### config.mk
export PLATFORM = sky130hd
export DESIGN_NAME = line_buffer
export DESIGN_NICKNAME = d
export VERILOG_FILES = /design/src/rtl/line_buffer.sv
export SDC_FILE = /design/constraint.sdc
export NUM_CORES = 1
export LEC_CHECK = 0
export ABC_AREA = 1
export CAP_MARGIN = 20
export CORE_MARGIN = 2
export CORE_UTILIZATION = 25
export CTS_CLUSTER_SIZE = 30
export DETAILED_ROUTE_END_ITERATION = 10
export PLACE_DENSITY = 0.54
export SETUP_SLACK_MARGIN = 0.15
export SLEW_MARGIN = 20
export SYNTH_ARGS = -nofsm -noshare
export SYNTH_HDL_FRONTEND = slang
export SYNTH_SLANG_ARGS = --single-unit
### constraint.sdc
create_clock -name clock -period 1.3 [get_ports clock]
set_input_delay 0.26 -clock clock [delete_from_list [all_inputs] [get_ports clock]]
set_output_delay 0.26 -clock clock [all_outputs]
set_load 0.03 [all_outputs]
### src/rtl/line_buffer.sv
// line_buffer: turns a raster-order pixel stream into KxK sliding windows
// (valid convolution, stride 1) for a downstream processing element.
// Previous K-1 rows live in per-row line memories; the current KxK
// neighbourhood lives in a column shift register.
module line_buffer #(
    parameter int kernel_size = 2,
    parameter int data_width  = 4,
    parameter int data_height = 4,
    parameter int point_width = 8
) (
    input  logic                                           clock,
    input  logic                                           reset,
    input  logic [0:point_width-1]                         pixel_in,
    input  logic                                           pixel_valid,
    output logic [0:point_width*kernel_size*kernel_size-1] window,
    output logic                                           window_valid,
    output logic                                           frame_done
);

    localparam int K        = kernel_size;
    localparam int W        = data_width;
    localparam int H        = data_height;
    localparam int PW       = point_width;
    localparam int WIN_BITS = PW * K * K;
    localparam int CW       = $clog2(W);
    localparam int RW       = $clog2(H);

    localparam logic [CW-1:0] COL_LAST  = CW'(W - 1);
    localparam logic [RW-1:0] ROW_LAST  = RW'(H - 1);
    localparam logic [CW-1:0] COL_FIRST = CW'(K - 1);
    localparam logic [RW-1:0] ROW_FIRST = RW'(K - 1);

    logic [CW-1:0]       r_col;
    logic [RW-1:0]       r_row;
    logic [0:WIN_BITS-1] r_shift;
    logic [0:WIN_BITS-1] r_window;
    logic                r_window_valid;
    logic                r_frame_done;

    logic [0:WIN_BITS-1] w_shift_next;
    logic                w_win_ok;
    logic                w_col_last;
    logic                w_row_last;

    // Column of K pixels at the current column position, index 0 = oldest
    // row (top of window), index K-1 = the incoming pixel (bottom).
    logic [0:PW-1]       w_col [0:K-1];

    assign w_col[K-1] = pixel_in;

    // Line memory gi holds image row r-1-gi. On each accepted pixel every
    // memory passes its old entry at this column one row further up.
    // Contents are never cleared: the counters keep stale rows out of any
    // window that is flagged valid.
    genvar gi, gj;
    generate
        for (gi = 0; gi < K - 1; gi++) begin : g_line
            logic [0:PW-1] r_mem [0:W-1];

            // Write the pixel one row below this memory's row into the current column
            always_ff @(posedge clock) begin
                if (!reset && pixel_valid) begin
                    r_mem[r_col] <= w_col[K-1-gi];
                end
            end

            assign w_col[K-2-gi] = r_mem[r_col];
        end

        // Shift the window one column left and insert the fresh column at
        // the right edge (window column K-1).
        for (gi = 0; gi < K; gi++) begin : g_win_row
            for (gj = 0; gj < K; gj++) begin : g_win_col
                if (gj == K - 1) begin : g_new
                    assign w_shift_next[(gi*K+gj)*PW +: PW] = w_col[gi];
                end else begin : g_old
                    assign w_shift_next[(gi*K+gj)*PW +: PW] = r_shift[(gi*K+gj+1)*PW +: PW];
                end
            end
        end
    endgenerate

    assign w_col_last = (r_col == COL_LAST);
    assign w_row_last = (r_row == ROW_LAST);
    // A full window exists only once K rows and K columns of this frame are in.
    assign w_win_ok   = (r_col >= COL_FIRST) && (r_row >= ROW_FIRST);

    // Raster counters, window shift register and registered window outputs
    always_ff @(posedge clock) begin
        if (reset) begin
            r_col          <= '0;
            r_row          <= '0;
            r_shift        <= '0;
            r_window       <= '0;
            r_window_valid <= 1'b0;
            r_frame_done   <= 1'b0;
        end else begin
            r_window_valid <= 1'b0;
            r_frame_done   <= 1'b0;
            if (pixel_valid) begin
                r_shift <= w_shift_next;
                if (w_win_ok) begin
                    r_window       <= w_shift_next;
                    r_window_valid <= 1'b1;
                    r_frame_done   <= w_row_last && w_col_last;
                end
                if (w_col_last) begin
                    r_col <= '0;
                    r_row <= w_row_last ? '0 : r_row + 1'b1;
                end else begin
                    r_col <= r_col + 1'b1;
                end
            end
        end
    end

    assign window       = r_window;
    assign window_valid = r_window_valid;
    assign frame_done   = r_frame_done;

endmodule
Word-level counts from Yosys, hierarchy flattened:

Memories as Yosys holds them, arrays and structs flattened. A register that Yosys moved wholly into a read port is not among the register bits.
Index checks and enable logic that the tools add are counted.

* register bits: 62
* memory bits (writable): 32
* word-level logic and storage cells: 30
* memories: 1

* $add $sub $neg: 2
* order comparisons: 2
* eq/ne operators: 2
* mux-type cells: 7
* bitwise gates (word level): 2
* reduce and logical (&&, ||, !) cells: 8

Memories
* g_line[0].r_mem: words 4, bits a word 8, rd ports 1, clocked after memory_dff 1, wr ports 1, line 58 `logic [0:PW-1] r_mem [0:W-1];`

Operator list (number)
* $mux W2: 4
* $add A2 B1 Y2 const B: 2
* $eq A2 B2 Y1 const B: 2
* $ge A2 B1 Y1 const B: 2
* $reduce_and A2 Y1: 2
* $logic_and A1 B1 Y1: 3
* $mux W1: 3
* $reduce_or A3 Y1: 1
* $not A1 Y1: 2
* $reduce_or A2 Y1: 1
* $logic_not A1 Y1: 1

Depth between registers and ports, before layout:

Gate-level depths: netlist of run 1.

* depth after elaboration: 4
* depth in mapped cells: 8
* mapped depth without buffers: 7

Worst setup path after synthesis of run 1:

OpenSTA, ideal clock, no wires.

* path kind: register to register
* from: register r_col[0]
* to: memory g_line[0].r_mem[0][0] (netlist name), enable pin
* library setup time: 370 ps
* arrival time: 1036 ps
* data required time: 930 ps
* setup slack: -107 ps
* stages on the path, launching flop included: 5
* clock period less this slack: 1407 ps
* path through: dfxtp_1 inv_1 ha_1 inv_1 nor2_1

RTL lines
* from (decl): line 33 `logic [CW-1:0] r_col;`
* from (signal assigned): line 111 `r_col <= r_col + 1'b1;`
* to (decl): line 58

No word-level cell before the write port.

Worst setup path in the final report of run 1:

* from: register r_col[0]
* to: register r_window, in the netlist window[16]

* cells in the longest elaborated chain, start to end: 3

Ends and longest elaborated chain
* $ge A2 B1 Y1: line 86 `assign w_win_ok = (r_col >= COL_FIRST) && (r_row >= ROW_FIRST);`
* $logic_and A1 B1 Y1: line 86
* $reduce_and A2 Y1 (no line)
* to (signal assigned): line 103 `r_window <= w_shift_next;`
* to (decl): line 36 `logic [0:WIN_BITS-1] r_window;`

No other way between the ends.
A chain may end at the register's enable or synchronous reset.

==> impl_metrics.env, run 1 <==
export IMPL_status="finished, violations left"
export IMPL_violations="setup timing"
export IMPL_grt_usage_pct=11.40
export IMPL_drc_errors=0
export IMPL_dp_cells=565
export IMPL_hp_class="reg -> reg"
export IMPL_rsz0062_at_grt="yes"
export IMPL_ant_nets=0
export IMPL_dr_pass1_iters=4
export IMPL_fin_crit_ns=1.363
export IMPL_die_h_um=120.2
export IMPL_fin_nets=433
export IMPL_hold_viol=0
export IMPL_synthFlopType="dfxtp_1"
export IMPL_worstSetupEndpointType="flop"
export IMPL_ys_warn_count=0
export IMPL_r2r_slack_ns=-0.06
export IMPL_ys_types=24
export IMPL_clk_pin_slew_ns=0.07
export IMPL_area_growth_pct=45.74
export IMPL_grt_max_degree=49
export IMPL_ff_latch_area_sq_um=2095
export IMPL_fin_worst_skew_ns=0.008118
export IMPL_worstSetupPathType="reg -> reg"
export IMPL_final_common_cell="nor2_1"
export IMPL_syn_area_sq_um=3376
export IMPL_synth_top_area_share_pct=33.21
export IMPL_clk_latency_ns=0.34
export IMPL_start_util_pct=25.59
export IMPL_hold_depth=2
export IMPL_whs_endpoint="window[30]"
export IMPL_slew_headroom_pct=78.00
export IMPL_tns_ns=-0.8255
export IMPL_cts_root_buf="clkbuf_16"
export IMPL_numCtsBuffers=9
export IMPL_cts_tree="done"
export IMPL_cp_data_required_time_ns=1.53
export IMPL_worstRegToRegCells=8
export IMPL_core_area_sq_um=13190
export IMPL_totalWireLength_um=8004
export IMPL_die_w_um=120.2
export IMPL_fillers=1331
export IMPL_yosysTopAreaCell="dfxtp_1"
export IMPL_final_cell_mix="nor2_1, dfxtp_1, buf_4, nand2_1, edfxtp_1"
export IMPL_drt_iter0_drc=125
export IMPL_place_congestion=0.7268
export IMPL_clock_sinks=88
export IMPL_synth_edf_count=32
export IMPL_syn_nets=363
export IMPL_multi_input_area_sq_um=1378
export IMPL_avgSynthCellArea_sq_um=9.756
export IMPL_post_route_period_util_pct=104.8
export IMPL_final_util_pct=37.30
export IMPL_ys_seq_elements=88
export IMPL_grt_overflow=0
export IMPL_port_buffers=44
export IMPL_total_power_mw=6.022
export IMPL_power_density_nw_per_um2=1224
export IMPL_vdd_ir_drop_max_mv=0.6655
export IMPL_via_per_inst=4.186
export IMPL_ioPinCount=45
export IMPL_hold_ws_ns=0.4728
export IMPL_htreeDepth=3
export IMPL_cp_arrival_ns=1.59
export IMPL_reg2reg_to="window[16]"
export IMPL_syn_inst=346
export IMPL_antennaDiodeCount=0
export IMPL_dieArea_sq_um=14450
export IMPL_setup_violations=32
export IMPL_r2r_start="r_col[0]"
export IMPL_ctsHoldBuffers=0
export IMPL_clk_path_buf_depth=2
export IMPL_num_rows=42
export IMPL_vias=2499
export IMPL_post_route_cells_drive_above_1_share_pct=43.47
export IMPL_wl_per_cell_um=13.41
export IMPL_stdcell_count=597
export IMPL_worstMarginPinSlew_ns=0.3289
export IMPL_antenna_found_initial=0
export IMPL_dp_hpwl_um=4972
export IMPL_hp_start="window[30]"
export IMPL_fmax_mhz=733.8
export IMPL_fin_ws_ns=-0.06285
export IMPL_synth_area_leaders="dfxtp_1, edfxtp_1, nor2_1, o21ai_0, nand2_1"
export IMPL_startpoint_type="flop"
export IMPL_p_leak_nw=1.910
export IMPL_ys_seq_area_share_pct=61.68
export IMPL_grt_pass1_vias=2489
export IMPL_cp_max_fo=4
export IMPL_maxSlewViolCount=0
export IMPL_max_cap_violations=0
export IMPL_grt_first_pass_wirelength_um=12560
export IMPL_ys_async_sr_fraction_pct=0
## cell type report
type                       instances  area share, %
sequential                        88          42.57
clock inverter                     7         0.9664
tap                              176          4.476
inverter                          23          2.289
multi-input combinational        217          28.00
timing repair buffer              75          16.17
timing repair inverter             2         0.9410
clock buffer                       9          4.578
## registers in the layout (all words and copies together) (netlist names), named ones only
name and flops:
frame_done 1, r_shift 16, r_row 2, r_col 2, g_line.r_mem 32, window 32
window_valid 1
## metrics by stage
| step | setup WS (ns) | area, sq um |
|---|---|---|
| final | -0.06285 | 4920 |
| after global routing | -0.1127 | 4920 |
| after CTS | -0.02089 | 4639 |
| after detailed placement | -0.2695 | 4124 |
| after global placement | -0.2467 | 4124 |
| after floorplan | 0.1173 | 3443 |
## cells by family after synthesis
kind of cell	count (synthesis)	synth area share [%]
DFF	88	61.68
adders and majority gates	6	2.224
xor gates and xnor gates	1	0.2595
and+or+nand+nor	148	18.38
buffers and inverters	42	7.524
AOI/OAI and AO/OA	61	9.933
## what timing repair did
| item | 4_1_cts | 5_1_grt |
|---|---|---|
| resized for setup | 144 | 88 |
| setup endpoints to repair | 87 | 91 |
| pin swaps | 12 | 14 |
| buffers inserted | 8 | 2 |
| gates cloned | 5 | 1 |
## layer usage
metal  wire [um]  share of wire [%]  track usage [%]
met1        3445                 43            14.13
met2        4089                 51            18.64
met3         413                5.2            4.387
met4          55               0.69            2.868
met5           0                  0                0
## report_power, final
group | switching [mW] | internal [mW] | total [mW]
registers | 0.0502 | 2.95 | 3.00
clock network | 1.08 | 1.29 | 2.37
logic | 0.389 | 0.260 | 0.650
## worst max-delay path by stage
stage               slack (ns)        start               endpoint  depth (start not counted)
global placement         -0.25  pixel_valid  g_line[0].r_mem[2][5]                          4
finish                   -0.06     r_col[0]             window[16]                          8
floorplan                 0.12     r_col[0]             window[16]                          7
CTS                      -0.02     r_row[0]             window[28]                          8
detailed placement       -0.27  pixel_valid  g_line[0].r_mem[2][1]                          4
global route             -0.11     r_col[0]              window[5]                          8
## worst max-delay path, stage by stage (launching register included)
cell,delay (ns)
dfxtp_2,0.34
inv_2,0.06
ha_4,0.17
nor2_4,0.18
buf_6,0.15
nand2_8,0.06
buf_6,0.12
o21ai_2,0.12
nor2_1,0.05
## synthesized netlist by cell type, types with 2 or more instances
library cell and count:
inv_1 20, nand3_1 18, nand2_2 2, nand2_1 56
edfxtp_1 32, buf_2 3, nor2_2 2, o21ai_0 43
nor2_1 67, buf_6 9, dfxtp_1 56, a21oi_2 8
ha_1 6, inv_6 2, a21oi_1 9, clkbuf_1 5
Power figures use the tool's default switching activity.
==> run 2, diff against run 1 <==
--- a/config.mk
+++ b/config.mk
@@ -6,6 +6,7 @@
 export NUM_CORES = 1
 export LEC_CHECK = 0
 export ABC_AREA = 1
+export ABC_CLOCK_PERIOD_IN_PS = 1300
 export CAP_MARGIN = 20
 export CORE_MARGIN = 2
 export CORE_UTILIZATION = 25
==> results of run 2 <==
No change in the layout: final DEF, timing and power equal those of run 1.
==> run 3, diff against run 2 <==
--- a/config.mk
+++ b/config.mk
@@ -12,6 +12,7 @@
 export CORE_UTILIZATION = 25
 export CTS_CLUSTER_SIZE = 30
 export DETAILED_ROUTE_END_ITERATION = 10
+export HOLD_SLACK_MARGIN = 0.02
 export PLACE_DENSITY = 0.54
 export SETUP_SLACK_MARGIN = 0.15
 export SLEW_MARGIN = 20
==> results of run 3 <==
No change in the layout: final DEF, timing and power equal those of run 1.
